File: config.mk
export PLATFORM = sky130hd
export DESIGN_NAME = vslc_timer_bank
export DESIGN_NICKNAME = d
export VERILOG_FILES = /design/src/rtl/vslc_timer_pkg.sv /design/src/rtl/vslc_timer_channel.sv /design/src/rtl/vslc_timer_bank.sv
export SDC_FILE = /design/constraint.sdc
export NUM_CORES = 1
export LEC_CHECK = 0
export ABC_AREA = 1
export CORE_MARGIN = 3
export CORE_UTILIZATION = 57
export CTS_CLUSTER_SIZE = 16
export DETAILED_ROUTE_END_ITERATION = 10
export PLACE_DENSITY = 0.77
export SYNTH_ARGS = -nofsm -noshare
export SYNTH_HDL_FRONTEND = slang
export SYNTH_SLANG_ARGS = --single-unit
export TNS_END_PERCENT = 100
File: constraint.sdc
create_clock -name clk -period 3.05 [get_ports clk]
set_input_delay 0.61 -clock clk [delete_from_list [all_inputs] [get_ports clk]]
set_output_delay 0.61 -clock clk [all_outputs]
set_load 0.03 [all_outputs]
File: src/rtl/vslc_timer_pkg.sv
// Shared constants for the VSLC timer bank: modes, config selectors, reset defaults, channel states.
package vslc_timer_pkg;

  localparam logic [1:0] MODE_CYCLE   = 2'd0;
  localparam logic [1:0] MODE_ONESHOT = 2'd1;
  localparam logic [1:0] MODE_DELAY   = 2'd2;

  localparam logic [1:0] SEL_PERIOD_A = 2'd0;
  localparam logic [1:0] SEL_PERIOD_B = 2'd1;
  localparam logic [1:0] SEL_DIV      = 2'd2;
  localparam logic [1:0] SEL_MODE     = 2'd3;

  localparam int PERIOD_A_RST = 1;
  localparam int PERIOD_B_RST = 2;

  typedef enum logic [1:0] {
    ST_IDLE,
    ST_PHASE_A,
    ST_PHASE_B,
    ST_HOLD
  } tmr_state_e;

endpackage

File: src/rtl/vslc_timer_channel.sv
// One timer channel: config registers, power-of-two prescaler, phase counter and mode FSM.
module vslc_timer_channel
  import vslc_timer_pkg::*;
#(
  parameter int COUNTER_WIDTH = 16,
  parameter int DIV_WIDTH     = 4,
  parameter int RETRIGGER     = 0
) (
  input  logic                     clk,
  input  logic                     rst_n,
  input  logic                     i_cfg_we,
  input  logic [1:0]               i_cfg_sel,
  input  logic [COUNTER_WIDTH-1:0] i_cfg_data,
  input  logic                     i_en_set,
  input  logic                     i_en_clr,
  output logic                     o_out,
  output logic                     o_en,
  output logic                     o_done
);
  // Prescaler must hold 2^div-1 for the largest div.
  localparam int PW = (1 << DIV_WIDTH) - 1;

  tmr_state_e               r_state, w_state_nxt;
  logic [COUNTER_WIDTH-1:0] r_period_a, r_period_b;
  logic [DIV_WIDTH-1:0]     r_div;
  logic [1:0]               r_mode;
  logic [PW-1:0]            r_pre, w_pre_nxt, w_mask;
  logic [COUNTER_WIDTH-1:0] r_cnt, w_cnt_nxt, w_per;
  logic                     r_out, w_out_nxt, r_done, w_done_nxt;
  logic                     w_running, w_start, w_tick;

  assign w_running = (r_state != ST_IDLE);
  assign w_start   = i_en_set && (!w_running || (RETRIGGER != 0));
  assign w_mask    = ~({PW{1'b1}} << r_div);
  assign w_tick    = (r_pre == w_mask);
  assign w_per     = (r_state == ST_PHASE_B) ? r_period_b : r_period_a;

  always_ff @(posedge clk) begin
    if (!rst_n) begin
      r_state <= ST_IDLE;
      r_cnt   <= '0;
      r_pre   <= '0;
      r_out   <= 1'b0;
      r_done  <= 1'b0;
    end else begin
      r_state <= w_state_nxt;
      r_cnt   <= w_cnt_nxt;
      r_pre   <= w_pre_nxt;
      r_out   <= w_out_nxt;
      r_done  <= w_done_nxt;
    end
  end

  always_comb begin
    w_state_nxt = r_state;
    w_cnt_nxt   = r_cnt;
    w_pre_nxt   = r_pre;
    w_out_nxt   = r_out;
    w_done_nxt  = 1'b0;
    if (i_en_clr) begin
      w_state_nxt = ST_IDLE;
      w_cnt_nxt   = '0;
      w_pre_nxt   = '0;
      w_out_nxt   = 1'b0;
    end else if (w_start) begin
      w_state_nxt = ST_PHASE_A;
      w_cnt_nxt   = '0;
      w_pre_nxt   = '0;
      w_out_nxt   = (r_mode != MODE_DELAY);
    end else if (w_running) begin
      w_pre_nxt = w_tick ? '0 : r_pre + PW'(1);
      // HOLD freezes the count; only live phases evaluate the >= compare.
      if (w_tick && r_state != ST_HOLD) begin
        if (r_cnt >= w_per) begin
          w_cnt_nxt = '0;
          case (r_state)
            ST_PHASE_A: begin
              if (r_mode == MODE_DELAY) begin
                w_state_nxt = ST_HOLD;
                w_out_nxt   = 1'b1;
                w_done_nxt  = 1'b1;
              end else begin
                w_state_nxt = ST_PHASE_B;
                w_out_nxt   = 1'b0;
              end
            end
            ST_PHASE_B: begin
              if (r_mode == MODE_ONESHOT) begin
                w_state_nxt = ST_IDLE;
                w_out_nxt   = 1'b0;
                w_done_nxt  = 1'b1;
              end else begin
                w_state_nxt = ST_PHASE_A;
                w_out_nxt   = 1'b1;
              end
            end
            default: w_state_nxt = r_state;
          endcase
        end else begin
          w_cnt_nxt = r_cnt + COUNTER_WIDTH'(1);
        end
      end
    end
    if (i_cfg_we && i_cfg_sel == SEL_DIV) w_pre_nxt = '0;
  end

  always_ff @(posedge clk) begin
    if (!rst_n) begin
      r_period_a <= COUNTER_WIDTH'(PERIOD_A_RST);
      r_period_b <= COUNTER_WIDTH'(PERIOD_B_RST);
      r_div      <= '0;
      r_mode     <= MODE_CYCLE;
    end else if (i_cfg_we) begin
      case (i_cfg_sel)
        SEL_PERIOD_A: r_period_a <= i_cfg_data;
        SEL_PERIOD_B: r_period_b <= i_cfg_data;
        SEL_DIV:      r_div      <= i_cfg_data[DIV_WIDTH-1:0];
        default:      r_mode     <= i_cfg_data[1:0];
      endcase
    end
  end

  assign o_out  = r_out;
  assign o_en   = w_running;
  assign o_done = r_done;

endmodule

File: src/rtl/vslc_timer_bank.sv
// Bank of NUM_TIMERS independent VSLC timers sharing one config write port.
module vslc_timer_bank
  import vslc_timer_pkg::*;
#(
  parameter int NUM_TIMERS    = 4,
  parameter int COUNTER_WIDTH = 16,
  parameter int DIV_WIDTH     = 4,
  parameter int RETRIGGER     = 0
) (
  input  logic                     clk,
  input  logic                     rst_n,
  input  logic                     cfg_we,
  input  logic [2:0]               cfg_chan,
  input  logic [1:0]               cfg_sel,
  input  logic [COUNTER_WIDTH-1:0] cfg_data,
  input  logic [NUM_TIMERS-1:0]    en_set,
  input  logic [NUM_TIMERS-1:0]    en_clr,
  output logic [NUM_TIMERS-1:0]    tmr_out,
  output logic [NUM_TIMERS-1:0]    tmr_en,
  output logic [NUM_TIMERS-1:0]    tmr_done
);

  for (genvar i = 0; i < NUM_TIMERS; i++) begin : g_chan
    logic w_we;
    // Full 3-bit compare so out-of-range channel numbers hit nothing.
    assign w_we = cfg_we && (cfg_chan == 3'(i));

    vslc_timer_channel #(
      .COUNTER_WIDTH (COUNTER_WIDTH),
      .DIV_WIDTH     (DIV_WIDTH),
      .RETRIGGER     (RETRIGGER)
    ) u_chan (
      .clk        (clk),
      .rst_n      (rst_n),
      .i_cfg_we   (w_we),
      .i_cfg_sel  (cfg_sel),
      .i_cfg_data (cfg_data),
      .i_en_set   (en_set[i]),
      .i_en_clr   (en_clr[i]),
      .o_out      (tmr_out[i]),
      .o_en       (tmr_en[i]),
      .o_done     (tmr_done[i])
    );
  end

endmodule

After elaboration in Yosys (flattened, before gate mapping)
Index checks and enable logic that the tools add are counted.
- flip-flop bits (word level): 292
- latch bits: 0
- bits in writable memories: 0
- bits in read-only memories: 0
- input bits: 32
- memories kept: 0
- add/sub/neg operators: 8
- multipliers: 0
- divide/modulo/power cells: 0
- order comparisons: 4
- equal/unequal tests: 33
- shifts and indexed selects: 4
- multiplexer cells: 76
- bitwise logic cells: 18
- reductions and logical operators: 91
- operators by type and width (kind ; number):
    $mux W16 ; 8
    $add A16 B1 Y16 const B ; 4
    $ge A16 B16 Y1 ; 4
    $add A15 B1 Y15 const B ; 4
    $eq A15 B15 Y1 ; 4
    $mux W15 ; 4
    $not A15 Y15 ; 4
    $shl A15 B4 Y15 const A ; 4
    $mux W1 ; 52
    $reduce_and A2 Y1 ; 20
    $reduce_bool A2 Y1 ; 20
    $reduce_and A4 Y1 ; 8
    $reduce_or A6 Y1 ; 4
    $eq A2 B1 Y1 const B ; 9
    $eq A2 B2 Y1 const B ; 9
    $logic_and A1 B1 Y1 ; 16
    $ne A2 B2 Y1 const B ; 8
    $pmux W1 S2 ; 8
    $pmux W2 S2 ; 4
    $reduce_or A4 Y1 ; 4
    $reduce_or A3 Y1 ; 5
    $not A1 Y1 ; 14
    $reduce_bool A3 Y1 ; 4
    $reduce_or A2 Y1 ; 4
    5 further kinds ; 9

Logic depth before layout (Yosys ltp)
- word-level depth: 7
- depth in mapped cells: 20

Hierarchy
Synthesis repeated with hierarchy kept, for this count alone.
- cells, all modules: 2506
- area, all modules: 16674.7 µm²
- by module, submodules not included (module ; instances ; cells an instance ; area each (µm²) ; seq. area each (µm²)):
    vslc_timer_channel (g_chan[0].u_chan ...) ; 3 ; 623 ; 4155.2 ; 1461.4
    vslc_timer_channel (g_chan[1].u_chan) ; 1 ; 625 ; 4161.5 ; 1461.4
    vslc_timer_bank ; 1 ; 12 ; 47.5 ; 0.0

Worst setup path after synthesis
Ideal clock, no wire load.
- path type: reg-to-reg
- start point: register g_chan[0].u_chan.r_state[0]
- end point: register g_chan[0].u_chan.r_cnt[10]
- setup time: 0.129 ns
- arrival time: 2.971 ns
- data required time: 2.921 ns
- slack: -0.050 ns
- stages on the path, launching flop included: 14
- buffers on the path: 2
- period minus slack after synthesis: 3.100 ns
- cell sequence: dfxtp_1 > inv_1 > ha_1 > clkbuf_1 > clkbuf_1 > mux2i_1 > ha_1 > nand2_1 > nor3_1 > nand3_1 > nand3_1 > inv_1 > o21ai_0 > nor2_1
- cells in the longest elaborated chain, start to end: 4
- ends and longest elaborated chain (what ; line ; RTL):
    start, declared ; vslc_timer_channel.sv:23 ; tmr_state_e r_state, w_state_nxt;
    start signal, assigned ; vslc_timer_channel.sv:46 ; r_state <= w_state_nxt;
    $eq A2 B2 Y1 or $reduce_bool A2 Y1 (tied branches) ; vslc_timer_channel.sv:36, vslc_timer_channel.sv:32 ;
    $mux W16 or $logic_not A1 Y1 (tied branches) ; vslc_timer_channel.sv:36, vslc_timer_channel.sv:33 ;
    $ge A16 B16 Y1 or $logic_and A1 B1 Y1 (tied branches) ; vslc_timer_channel.sv:74, vslc_timer_channel.sv:33 ;
    $mux W16 or $reduce_or A3 Y1 (tied branches) ; - ;
    end signal, assigned ; vslc_timer_channel.sv:47 ; r_cnt <= w_cnt_nxt;
    end, declared ; vslc_timer_channel.sv:28 ; logic [COUNTER_WIDTH-1:0] r_cnt, w_cnt_nxt, w_per;
Several ways; a longest one is shown, not always the timed one.
A chain may end at the register's enable or synchronous reset.

Worst setup path after layout
- start point: register g_chan[2].u_chan.r_state[0]
- end point: output port tmr_en[2]
- cells in the longest elaborated chain, start to end: 1
- ends and longest elaborated chain (what ; line ; RTL):
    start, declared ; vslc_timer_channel.sv:23 ;
    start signal, assigned ; vslc_timer_channel.sv:46 ;
    $reduce_bool A2 Y1 ; vslc_timer_channel.sv:32 ; assign w_running = (r_state != ST_IDLE);
    end, declared ; vslc_timer_bank.sv:19 ; output logic [NUM_TIMERS-1:0] tmr_en,
Every way passes these cells.

==> results.md <==
- Max Slew Vio Count: 0
- Mean Syn Cell Area: 6.75 µm²
- Initial antenna violation count: 0
- Post-CTS Setup Inserts: 0
- Seq cells post-synth: between 200 and 300
- # Max-Cap Violations: 0
- TritonCTS clock tree: done
- Fmax: 0.347 GHz
- Synthesized area: 16500 µm²
- Hold WC Path Type: reg -> reg
- Tcrit/Tclk final: 0.945
- FF-to-FF setup slack: 0.25 ns
- Clock sink count: about 290
- Routed Antenna Nets: 0
- Register area share after synthesis: 0.354
- Rows: 61
- Fin Hold WS: between 0.4 and 0.5 ns
- Critical path endpoint category: primary output
- Hold path start: g_chan[2].u_chan.r_period_b[1]
- Wire length per cell: 14.4 µm
- R2r startpoint: g_chan[2].u_chan.r_state[0]
- Async SR Flop Fraction: 0
- Hold path cells: 2
- VDD IR max: 0.000372 V
- Clk root buf: clkbuf_16
- Area share of the largest cell type after synthesis: 0.354
- DRC viols: 0
- Area leader, netlist: dfxtp_1
- Pre-CTS WS: 0.165 ns
- Leakage: 7.88 nW
- Setup WS post-layout: 0.169 ns
- Final Hold Violating Endpoints: 0
- Post-synth EDFFs: 0
- Post-synthesis cell count: about 2400
- Fill cell total of the finished layout: about 2500
- Hold endpoint: g_chan[2].u_chan.r_period_b[1]
- Clk buf depth: 3
- Die Y-Extent: 176 µm
- Synth cell types: 38
- Total track usage: 0.263
- Vias: 15500
- Worst slew pin tran: 0.946 ns
- Placer Congestion: 0.917
- CORE AREA: approximately 28000 µm²
- Vias in the first global route: 14500
- Most frequent cells in the layout: 504 x nand2_1, 449 x nor2_1, 292 x dfxtp_1, 227 x inv_1, 196 x o21ai_0
- Reg2Reg Depth: 14
- Initial core utilization: 0.587
- Most used DFF post-synth: dfxtp_1
- Final setup vio count: 0
- Clk slew on worst S/H paths: around 0.06 ns
- Worst Path Required: 2.44 ns
- NumNets Final: 2576
- DR iter-0 viols: 1241
- Total Wirelength: around 41000 µm
- CP Max Fanout: 8
- Largest cells by area after synthesis: dfxtp_1 35%, nand2_1 11%, nor2_1 10%
- Most common cell after layout, fill and taps aside: nand2_1
- Total CTS buffers: 34
- Grt ovf: 0
- Max-slew headroom: 0.367
- Area grow syn2layout: 10.9%
- # port buffers: 43
- Mapped Nets: 2567
- Share of cells above drive strength 1: 0.0472
- Startpoint types: register
- Status: complete, no violations
- CTS HTree Levels: 2
- IO Pins: 44
- Die width: 176 µm
- Worst clock skew: approximately 0.019 ns
- Hpwl dp: 29100 µm
- Largest net degree at the start of global routing: 78
- Arrival time worst endpoint: ~2.3 ns
- Area of the die: 31100 µm²
- Pwr per Cell Area: between 400 and 500 nW/µm²
- Critical path type: reg -> out
- YS warnings: 0
- Min cycle time layout: 2.88 ns
- Via density: 5.43
- Clock latency on the worst-skew pair: between 0.5 and 0.6 ns
- # diodes: 0
- Worst reg2reg endpoint: g_chan[2].u_chan.r_cnt[14]
- First drt pass iteration count: 6
- First-pass GRT wire length: between 60000 and 70000 µm
## registers in the layout, indices dropped and copies added, names as in the netlist
name / cells
g_chan.u_chan.o_done: 4
g_chan.u_chan.o_out: 4
g_chan.u_chan.r_cnt: 64
g_chan.u_chan.r_div: 16
g_chan.u_chan.r_mode: 8
g_chan.u_chan.r_period_a: 64
g_chan.u_chan.r_period_b: 64
g_chan.u_chan.r_pre: 60
g_chan.u_chan.r_state: 8
## repair_timing
action / 4_1_cts / 5_1_grt
hold buffers: 0 / 0
endpoints found under the setup margin: 0 / 19
resized for setup: 0 / 7
## per-layer routing
layer,part of all wire,GRT usage,vias up
met1,0.46,0.371,7089
met4,0.019,0.0650,0
li1,-,-,7911
met2,0.45,0.425,441
met5,0,0,-
met3,0.068,0.0406,70
## synth_stat cells, types with 6 or more instances
cell,number
buf_2,12
nor3_1,39
buf_4,16
inv_1,227
nand3_1,150
nor2_2,10
mux2i_1,45
nor2_1,449
dfxtp_1,292
clkbuf_1,61
nand2_1,504
xor2_1,69
ha_1,88
o31ai_1,6
o21bai_1,9
xnor2_1,16
a21oi_1,149
or2_2,8
buf_1,10
nor4_1,18
o21ai_0,196
nand4_1,32
## stage by stage
stage               cell area, µm²   util    TNS, ns  total power (W)  std cells
floorplan                    16500      -          0          0.00421       2447
global placement             17200  0.610          0          0.00436       2798
detailed placement           17200  0.610          0          0.00437       2798
CTS                          18300  0.650          0          0.00847       2855
global route                 18300  0.651  -0.000254          0.00868       2855
finish                       18300  0.651          0          0.00840       2855
## worst max path at each step
| stage | start | slack (ns) | endpoint |
|---|---|---|---|
| floorplan | g_chan[3].u_chan.r_state[0] | 0.07 | g_chan[3].u_chan.r_state[1] |
| global placement | cfg_chan[0] | 0.22 | g_chan[1].u_chan.r_pre[12] |
| detailed placement | cfg_chan[0] | 0.16 | g_chan[1].u_chan.r_pre[12] |
| CTS | g_chan[1].u_chan.r_state[1] | 0.01 | tmr_en[1] |
| global route | g_chan[2].u_chan.r_state[0] | -0.0003 | g_chan[2].u_chan.r_cnt[14] |
| finish | g_chan[2].u_chan.r_state[0] | 0.17 | tmr_en[2] |
## kinds of logic after synthesis
group	share of synthesized area
adder cells (fa/ha/maj)	0.0666
XOR/XNOR	0.0451
AO/OA/AOI/OAI	0.118
multiplexers	0.0273
AND/OR/NAND/NOR	0.308
flip-flops	0.354
buffers and inverters	0.0818
## cell type report
| type | instances | area, µm² | share of cell area |
|---|---|---|---|
| Clock buffer | 50 | 1000 | 0.0547 |
| Clock inverter | 7 | 114 | 0.00621 |
| Inverter | 235 | 886 | 0.0483 |
| Multi-Input combinational cell | 1819 | 9340 | 0.509 |
| Sequential cell | 292 | 5850 | 0.319 |
| Tap cell | 378 | 473 | 0.0258 |
| Timing Repair Buffer | 74 | 673 | 0.0367 |
## power by group
group / switching (W) / leakage [nW] / internal [W]
Sequential: 0.0000207 / 2.35 / 0.00384
Clock: 0.00158 / 0.550 / 0.00252
Combinational: 0.000297 / 4.98 / 0.000134
Total: 0.00190 / 7.88 / 0.00650
## worst max-delay path, stage by stage, from the launching register on
cell,delay (ns)
dfxtp_1,0.35
inv_1,0.10
ha_1,0.35
clkinv_1,0.31
clkdlybuf4s50_1,0.67
No activity file was read; power rests on OpenSTA's default activity.
